### src/rtl/mdu_pkg.sv
// Shared constants and types for the MIPS multiply/divide unit.
// Op encodings match the 2-bit op field driven by the control unit.
package mdu_pkg;

  localparam int MDU_WIDTH = 32;
  localparam int MDU_CNT_W = $clog2(MDU_WIDTH);

  localparam logic [1:0] MDU_MULT  = 2'b00;
  localparam logic [1:0] MDU_MULTU = 2'b01;
  localparam logic [1:0] MDU_DIV   = 2'b10;
  localparam logic [1:0] MDU_DIVU  = 2'b11;

  typedef enum logic [1:0] {
    S_IDLE = 2'd0,
    S_CALC = 2'd1,
    S_FIX  = 2'd2
  } state_e;

endpackage

### src/rtl/mdu_addsub.sv
// Shared add/subtract for the mult/div engine.
// co_o is carry on add, and "no borrow" on subtract.
module mdu_addsub #(
  parameter int W = 33
) (
  input  logic [W-1:0] x_i,
  input  logic [W-1:0] y_i,
  input  logic         sub_i,
  output logic [W-1:0] res_o,
  output logic         co_o
);

  logic [W:0] sum;

  assign sum = {1'b0, x_i}
             + {1'b0, y_i ^ {W{sub_i}}}
             + {{W{1'b0}}, sub_i};

  assign {co_o, res_o} = sum;

endmodule

### src/rtl/mult_div_unit.sv
// Radix-2 iterative MULT/MULTU/DIV/DIVU unit owning HI/LO.
// Operates on magnitudes; signs are applied in the FIX state.
module mult_div_unit
  import mdu_pkg::*;
#(
  parameter int WIDTH = MDU_WIDTH
) (
  input  logic             clk,
  input  logic             reset,
  input  logic             start,
  input  logic [1:0]       op,
  input  logic [WIDTH-1:0] a,
  input  logic [WIDTH-1:0] b,
  input  logic             cancel,
  input  logic             hi_we,
  input  logic             lo_we,
  input  logic [WIDTH-1:0] wdata,
  output logic             busy,
  output logic             done,
  output logic [WIDTH-1:0] hi,
  output logic [WIDTH-1:0] lo
);

  localparam int CW = (WIDTH > 1) ? $clog2(WIDTH) : 1;

  state_e state_q, state_d;

  logic [CW-1:0]    cnt_q, cnt_d;
  logic             div_q, div_d;
  logic             negl_q, negl_d;
  logic             negh_q, negh_d;
  logic             dz_q, dz_d;
  logic             done_q, done_d;
  logic [WIDTH-1:0] acc_q, acc_d;
  logic [WIDTH-1:0] shr_q, shr_d;
  logic [WIDTH-1:0] b_q, b_d;
  logic [WIDTH-1:0] a_q, a_d;
  logic [WIDTH-1:0] hi_q, hi_d;
  logic [WIDTH-1:0] lo_q, lo_d;

  logic             sgn, a_neg, b_neg;
  logic [WIDTH-1:0] a_abs, b_abs;

  assign sgn   = ~op[0];
  assign a_neg = sgn & a[WIDTH-1];
  assign b_neg = sgn & b[WIDTH-1];
  assign a_abs = a_neg ? ('0 - a) : a;
  assign b_abs = b_neg ? ('0 - b) : b;

  // Mult adds into the high half; div shifts the next dividend bit in.
  logic [WIDTH:0] as_x, as_y, as_r, step;
  logic           as_co;

  assign as_x = div_q ? {acc_q, shr_q[WIDTH-1]}
                      : {1'b0, acc_q};
  assign as_y = {1'b0, b_q};

  mdu_addsub #(
    .W(WIDTH + 1)
  ) u_addsub (
    .x_i  (as_x),
    .y_i  (as_y),
    .sub_i(div_q),
    .res_o(as_r),
    .co_o (as_co)
  );

  assign step = shr_q[0] ? as_r : as_x;

  logic [2*WIDTH-1:0] prod, prod_n;
  logic [WIDTH-1:0]   quot, rem;

  assign prod   = {acc_q, shr_q};
  assign prod_n = negl_q ? ('0 - prod) : prod;
  assign quot   = negl_q ? ('0 - shr_q) : shr_q;
  assign rem    = negh_q ? ('0 - acc_q) : acc_q;

  always_comb begin
    state_d = state_q;
    cnt_d   = cnt_q;
    div_d   = div_q;
    negl_d  = negl_q;
    negh_d  = negh_q;
    dz_d    = dz_q;
    acc_d   = acc_q;
    shr_d   = shr_q;
    b_d     = b_q;
    a_d     = a_q;
    hi_d    = hi_q;
    lo_d    = lo_q;
    done_d  = 1'b0;
    unique case (state_q)
      S_IDLE: begin
        if (hi_we) hi_d = wdata;
        if (lo_we) lo_d = wdata;
        if (start && !cancel) begin
          state_d = S_CALC;
          cnt_d   = '0;
          div_d   = op[1];
          a_d     = a;
          acc_d   = '0;
          negl_d  = a_neg ^ b_neg;
          dz_d    = op[1] & (b == '0);
          if (op[1]) begin
            b_d    = b_abs;
            shr_d  = a_abs;
            negh_d = a_neg;
          end else begin
            b_d    = a_abs;
            shr_d  = b_abs;
            negh_d = a_neg ^ b_neg;
          end
        end
      end
      S_CALC: begin
        if (cancel) begin
          state_d = S_IDLE;
        end else begin
          if (div_q) begin
            acc_d = as_co ? as_r[WIDTH-1:0]
                          : as_x[WIDTH-1:0];
            shr_d = {shr_q[WIDTH-2:0], as_co};
          end else begin
            acc_d = step[WIDTH:1];
            shr_d = {step[0], shr_q[WIDTH-1:1]};
          end
          cnt_d = cnt_q + CW'(1);
          if (cnt_q == CW'(WIDTH - 1)) state_d = S_FIX;
        end
      end
      S_FIX: begin
        state_d = S_IDLE;
        if (!cancel) begin
          done_d = 1'b1;
          if (dz_q) begin
            hi_d = a_q;
            lo_d = '1;
          end else if (div_q) begin
            hi_d = rem;
            lo_d = quot;
          end else begin
            {hi_d, lo_d} = prod_n;
          end
        end
      end
      default: state_d = S_IDLE;
    endcase
  end

  always_ff @(posedge clk) begin
    if (reset) begin
      state_q <= S_IDLE;
      cnt_q   <= '0;
      div_q   <= 1'b0;
      negl_q  <= 1'b0;
      negh_q  <= 1'b0;
      dz_q    <= 1'b0;
      done_q  <= 1'b0;
      acc_q   <= '0;
      shr_q   <= '0;
      b_q     <= '0;
      a_q     <= '0;
      hi_q    <= '0;
      lo_q    <= '0;
    end else begin
      state_q <= state_d;
      cnt_q   <= cnt_d;
      div_q   <= div_d;
      negl_q  <= negl_d;
      negh_q  <= negh_d;
      dz_q    <= dz_d;
      done_q  <= done_d;
      acc_q   <= acc_d;
      shr_q   <= shr_d;
      b_q     <= b_d;
      a_q     <= a_d;
      hi_q    <= hi_d;
      lo_q    <= lo_d;
    end
  end

  assign busy = (state_q != S_IDLE);
  assign done = done_q;
  assign hi   = hi_q;
  assign lo   = lo_q;

endmodule

### config.mk
export PLATFORM = sky130hd
export DESIGN_NAME = mult_div_unit
export DESIGN_NICKNAME = d
export VERILOG_FILES = /design/src/rtl/mdu_pkg.sv /design/src/rtl/mdu_addsub.sv /design/src/rtl/mult_div_unit.sv
export SDC_FILE = /design/constraint.sdc
export NUM_CORES = 1
export LEC_CHECK = 0
export CAP_MARGIN = 40
export CORE_MARGIN = 5
export CORE_UTILIZATION = 25
export CTS_CLUSTER_SIZE = 20
export DETAILED_ROUTE_END_ITERATION = 10
export PLACE_DENSITY = 0.53
export SYNTH_ARGS = -nofsm -noshare
export SYNTH_HDL_FRONTEND = slang
export SYNTH_HIERARCHICAL = 1
export SYNTH_SLANG_ARGS = --single-unit
### constraint.sdc
create_clock -name clk -period 6 [get_ports clk]
set_input_delay 0.9 -clock clk [delete_from_list [all_inputs] [get_ports clk]]
set_output_delay 0.9 -clock clk [all_outputs]
set_load 0.05 [all_outputs]
; After elaboration in Yosys (flattened, before gate mapping)
; Cells that the tools add are included.
[word_totals]
input_bits = 104
register_bits = 204
wordCells = 87
output_inout_bits = 66
[classes]
n_addsub = 8
mux = 37
n_eq_ne = 9
n_reduce_logical = 13
n_bitwise = 7
[op_table]
columns = op, count
row1 = two-way mux 32 bit, 21
row2 = case mux 32 bit (2 select lines), 4
row3 = subtractor 1 x 32 -> 32 bit (first input constant), 4
row4 = two-way mux 33 bit, 2
row5 = two-way mux 64 bit, 1
row6 = subtractor 1 x 64 -> 64 bit (first input constant), 1
row7 = adder 33 x 33 -> 34 bit, 1
row8 = adder 34 x 1 -> 34 bit, 1
row9 = bitwise XOR 32 x 33 -> 33 bit, 1
row10 = logical NOT 32 bit, 1
row11 = two-way mux 5 bit, 2
row12 = != test 2 bit (second input constant), 5
row13 = case mux 5 bit (2 select lines), 1
row14 = AND reduction 3 bit, 3
row15 = two-way mux 2 bit, 3
row16 = nonzero test 2 bit, 3
row17 = adder 5 x 1 -> 5 bit (second input constant), 1
row18 = == test 5 bit (second input constant), 1
row19 = case mux 2 bit (2 select lines), 1
row20 = AND reduction 2 bit, 2
row21 = AND 1 bit, 3
row22 = != test 3 bit (second input constant), 1
row23 = == test 2 x 1 -> 1 bit (second input constant), 1
row24 = == test 2 bit (second input constant), 1
row25 = 7 further kinds, 9

; Longest topological paths before layout
[logic_depth]
ltp_word = 7
mapped_depth = 21
mapped_depth_nobuf = 15

; Cells and area by module
; Netlist, hierarchy kept.
[modules_own_cells]
columns = mod, n_inst, cells_per_inst, area_per_inst_um2, seq_area_each_um2
row1 = mult_div_unit, 1, 1818, 13694.4, 4083.9
row2 = mdu_addsub, 1, 292, 2142.1, 0.0

; Worst setup path after synthesis
; No wires, ideal clock.
[synth_timing]
kind = reg-to-reg
from = register div_q
to = register acc_q[2]
required_ps = 5872
setup_time_ps = 128
slack_ps = 767
arrival_time_ps = 5106
period_less_slack_ps = 5233
path_buffers = 7
stages_incl_launch_ff = 20
cell_sequence = dfxtp_1 clkbuf_1 clkbuf_1 clkbuf_1 clkbuf_1 mux2_2 ha_1 clkbuf_1 nand2_1 o21a_1 a211oi_1 a211oi_4 a2111oi_1 a2111o_1 clkbuf_1 clkbuf_1 mux2i_1 a21oi_1 a22oi_1 nor2_1
[synth_via]
elab_chain_cells = 7
elab_cells_between_ends = 9
cone_classes = add/sub (2) / mux (6) / bitwise (1)
[synth_rtl]
columns = element, line_no
row1 = "start, declared", mult_div_unit.sv:29  ; logic div_q, div_d;
row2 = "start signal, assigned", mult_div_unit.sv:168  ; div_q <= div_d;
row3 = two-way mux 33 bit, mult_div_unit.sv:54  ; assign as_x = div_q ? {acc_q, shr_q[WIDTH-1]}
row4 = via as_x[11], mult_div_unit.sv:51  ; logic [WIDTH:0] as_x, as_y, as_r, step;
row5 = adder 33 x 33 -> 34 bit, mdu_addsub.sv:16  ; + {1'b0, y_i ^ {W{sub_i}}}
row6 = adder 34 x 1 -> 34 bit, mdu_addsub.sv:17  ; + {{W{1'b0}}, sub_i};
row7 = via as_co, mult_div_unit.sv:52  ; logic as_co;
row8 = two-way mux 32 bit, mult_div_unit.sv:120  ; acc_d = as_co ? as_r[WIDTH-1:0]
row9 = two-way mux 32 bit, mult_div_unit.sv:119  ; if (div_q) begin
row10 = two-way mux 32 bit, mult_div_unit.sv:116  ; if (cancel) begin
row11 = case mux 32 bit (2 select lines), mult_div_unit.sv:92  ; unique case (state_q)
row12 = "end signal, assigned", mult_div_unit.sv:159  ; acc_q <= '0;
row13 = "end signal, assigned", mult_div_unit.sv:173  ; acc_q <= acc_d;
row14 = "end, declared", mult_div_unit.sv:34  ; logic [WIDTH-1:0] acc_q, acc_d;
; The timed path passes the listed nets, and every way through them passes these cells. The select of a mux whose other input is x is not followed.
; A chain may end at the register's enable or synchronous reset.

; Final worst setup path
[layout_timing]
from = register div_q
to = register acc_q[7]
; Same word-level chain as after synthesis.

==> summary.txt <==
Floorplanning
  • Die height: about 260 um
  • DIE AREA: around 0.068 mm^2
  • Die X-Extent: 261.7 um
  • Standard-cell rows: 92
  • I/O pin total: between 150 and 200
  • Area of the core: 0.06297 mm^2
  • Initial cell density of the core: 0.2515

Synthesis
  • Area of the mapped netlist: 0.01584 mm^2
  • Number of synthesized flops with an enable pin: 0
  • Synth warn: 6
  • Post-synthesis async set-or-reset flop share: 0
  • Sequential share of the synthesized area: 0.2579
  • Syn nets: roughly 2,300
  • Syn Area/Cell: between 7 and 8 um^2
  • Gate Count Post-Synth: ~2,100
  • Flops & latches, synth: 204
  • Dominant synthesized flop cell: dfxtp_1
  • Count of unique library cells instantiated by Yosys: 86

Pwr
  • Switching Fraction: 0.3386
  • Power share of the combinational group: 0.246
  • P_int: roughly 2800 uW
  • Worst IR Drop VDD: between 0.00015 and 0.0002 V
  • Clk pwr share: 0.391
  • Switch Pwr: 1444 uW
  • Leakage: 0.006897 uW
  • Power per cell area: 224.0 mW/mm^2
  • Sequential power share: 0.363

Clock network
  • H-tree levels: 1
  • Clk Latency, worst-skew pair: 550 ps
  • Postcts setup bufs: 0
  • CTS Hold Buffers Added: 0
  • CTS sink count: between 200 and 250
  • Clock Path Buffers: 3
  • Clock root cell: clkbuf_16
  • TritonCTS clock tree: built
  • Post-CTS resize count: 0
  • Clock transition at path regs: around 60 ps
  • Num CTS Buffers: 24

Place
  • HPWL after DPL: 55,330 um
  • Dpl cell area: 0.01814 mm^2
  • Gpl congestion: about 0.91
  • Dpl ws: 1254 ps
  • I/O Buffers: ~170

Hold path
  • Hold path depth: 2
  • Hold_sp: lo[2]
  • Hold crit path type: reg2reg
  • Hold path endpoint: lo[2]

Critical path
  • Worst Setup Start Kind: register
  • Crit Path Class: reg2reg
  • CP dominant cell by count: nor2_1
  • Worst EP required: ~6400 ps
  • Worst path cell trace: buf_4 > nor2_1 > a21o_1 > ha_1 > a311oi_4 > o211ai_2 > a211oi_4 > a2111oi_1 > a2111o_1 > buf_12 > mux2i_1 > a21oi_1 > a22oi_1 > nor2_1
  • Arrival time worst endpoint: 5220 ps
  • Endpoint class of the critical path: register
  • R2R setup slack: 1170 ps
  • Top delay family on crit path: compound AO/OA/AOI/OAI gates
  • Largest fanout on the critical path: 70
  • Max incr delay on CP: ~960 ps
  • CP max-delay cell: dfxtp_4
  • Worst r2r path cells: 14
  • R2R Path Start: div_q
  • Worst Path Buf+Inv: 2
  • Reg2reg end: acc_q[7]

Cells and area
  • Area Overhead vs Synth: 20.19%
  • Nets: between 2,000 and 2,500
  • # diodes: 0
  • Commonest cells after routing, fill and taps aside: a21oi_1 (217), nand2_1 (211), dfxtp_1 (202)
  • Layout cells sized above 1: 0.07014
  • Final instance area: around 0.019 mm^2
  • Commonest non-fill, non-tap cell in the layout: a21oi_1

STA
  • Minimum clock period: roughly 4800 ps
  • Setup_tns: 0 ps
  • Final setup violation count: 0
  • Period utilization: 0.8044
  • Slew margin rel.: 0.3818
  • Fmax achieved: roughly 0.21 GHz
  • Final Slew Violations: 0
  • Worst-margin pin slew: a little over 900 ps
  • Clk_skew: ~22 ps
  • Unrepaired setup endpoints after global routing: false
  • Final worst slack: ~1200 ps
  • Final hold vios: 0

Global routing
  • Grt total ovfl: 0
  • First-pass GRT wire length: roughly 100,000 um
  • Total global-route track usage: 0.1961
  • Initial antenna violation count: 0
  • Largest net degree at the start of global routing: 71
  • Vias in the first global route: roughly 16,000

Drt
  • Vias: ~17,000
  • Initial DRT Pass Iterations: 6
  • DRC: 0
  • Iter 0 DRT Violations: 1,656
  • DRT antenna net count: 0
  • Routed WL: between 70,000 and 80,000 um
  • Vias per cell: ~5.6
  • DR WL/cell: 23.60 um

Outcome
  • Outcome: completed

Flow run
  • Max cap viols: 0
worst max path at each step:
stage / cells after the start / start / end / slack, ps
global placement: 14 / div_q / acc_q[26] / 1350
finish: 14 / div_q / acc_q[7] / 1170
CTS: 14 / div_q / acc_q[22] / 1230
global route: 14 / div_q / acc_q[10] / 840
detailed placement: 14 / div_q / acc_q[22] / 1250
floorplan: 19 / div_q / acc_q[2] / 770
synthesized netlist by cell type (all sizes together), types with 4 or more instances:
library cell / n / area (um^2)
a2111oi: 4 / 36.29
a211oi: 59 / 455.4
a21o: 10 / 75.07
a21oi: 218 / 1091
a221oi: 24 / 210.2
a22oi: 35 / 262.8
a31o: 6 / 52.55
a31oi: 32 / 200.2
a41oi: 6 / 52.55
and2: 6 / 37.54
and3: 21 / 131.4
buf: 18 / 101.3
clkbuf: 174 / 654.4
dfxtp: 204 / 4084
ha: 38 / 475.5
inv: 18 / 67.56
mux2: 35 / 397.9
mux2i: 78 / 780.8
nand2: 211 / 792.0
nand2b: 23 / 143.9
nand3: 59 / 295.3
nand4: 20 / 140.1
nor2: 171 / 641.9
nor2b: 37 / 231.5
nor3: 45 / 236.5
nor4: 25 / 186.4
nor4b: 6 / 58.80
o2111ai: 4 / 35.03
o211ai: 16 / 125.1
o21a: 11 / 90.08
o21ai: 142 / 710.7
o21bai: 4 / 30.03
o221ai: 31 / 271.5
o22ai: 17 / 106.4
o31ai: 22 / 165.2
o41ai: 15 / 131.4
or2: 8 / 50.05
or3: 17 / 106.4
or4: 20 / 153.9
xnor2: 73 / 639.4
xor2: 102 / 893.4
power by group through the flow:
stage                     registers, uW  logic (uW)  clock network, uW
after floorplan                    1600         575                  0
after global placement             1570        1030                  0
after detailed placement           1580        1030                  0
after CTS                          1550        1040               1680
after global routing               1560        1110               1730
final                              1550        1050               1670
kinds of logic (layout without fill, tap and decap cells):
| kind of cell | count (synthesis) | after routing | share of synthesized area |
|---|---|---|---|
| AOI/OAI and AO/OA | 689 | 689 | 0.2797 |
| xor gates and xnor gates | 175 | 175 | 0.09678 |
| adders and majority gates | 39 | 39 | 0.03129 |
| buffers and inverters | 211 | 268 | 0.05222 |
| DFF | 204 | 204 | 0.2579 |
| muxes | 113 | 113 | 0.07443 |
| other | 1 | 1 | 0.0002368 |
| and+or+nand+nor | 678 | 678 | 0.2075 |
sequential cells by signal, indices dropped and copies added, names as in the netlist:
name	flops
shr_q	32
b_q	32
dz_q	1
div_q	1
done	1
state_q	2
lo	32
acc_q	32
negh_q	1
negl_q	1
cnt_q	5
hi	32
a_q	32
metrics by stage:
step | hold WS, ps | util | power, uW | cells
global route | 475.4 | 0.3023 | 4405 | 3013
detailed placement | 453.2 | 0.2881 | 2608 | 2969
finish | 458.0 | 0.3023 | 4265 | 3013
floorplan | 431.9 | - | 2172 | 2110
CTS | 460.9 | 0.3023 | 4261 | 3013
global placement | 443.4 | 0.2871 | 2598 | 2961
routing by layer:
| layer | track usage | share of wire | vias up |
|---|---|---|---|
| met4 | 0.05387 | 0.031 | 0 |
| met1 | 0.2735 | 0.43 | 8248 |
| met5 | 0 | 0 | - |
| li1 | - | - | 7858 |
| met2 | 0.3113 | 0.45 | 706 |
| met3 | 0.03641 | 0.081 | 96 |
cell type report:
cell class              instances  area, um^2
multi-input cells            1695       10950
clock inverters                13       207.7
well taps                     846        1059
inverters                      19       71.32
flip-flops and latches        204        4089
fillers                      6789       43930
repair buffers                205        1969
clock buffers                  31       686.9
tightest hold or removal path, stage by stage, from the launching register on:
cell,delay [ps]
dfxtp_1,310
nand2_1,50
a21oi_1,50
(Power assumes the default switching activity.)
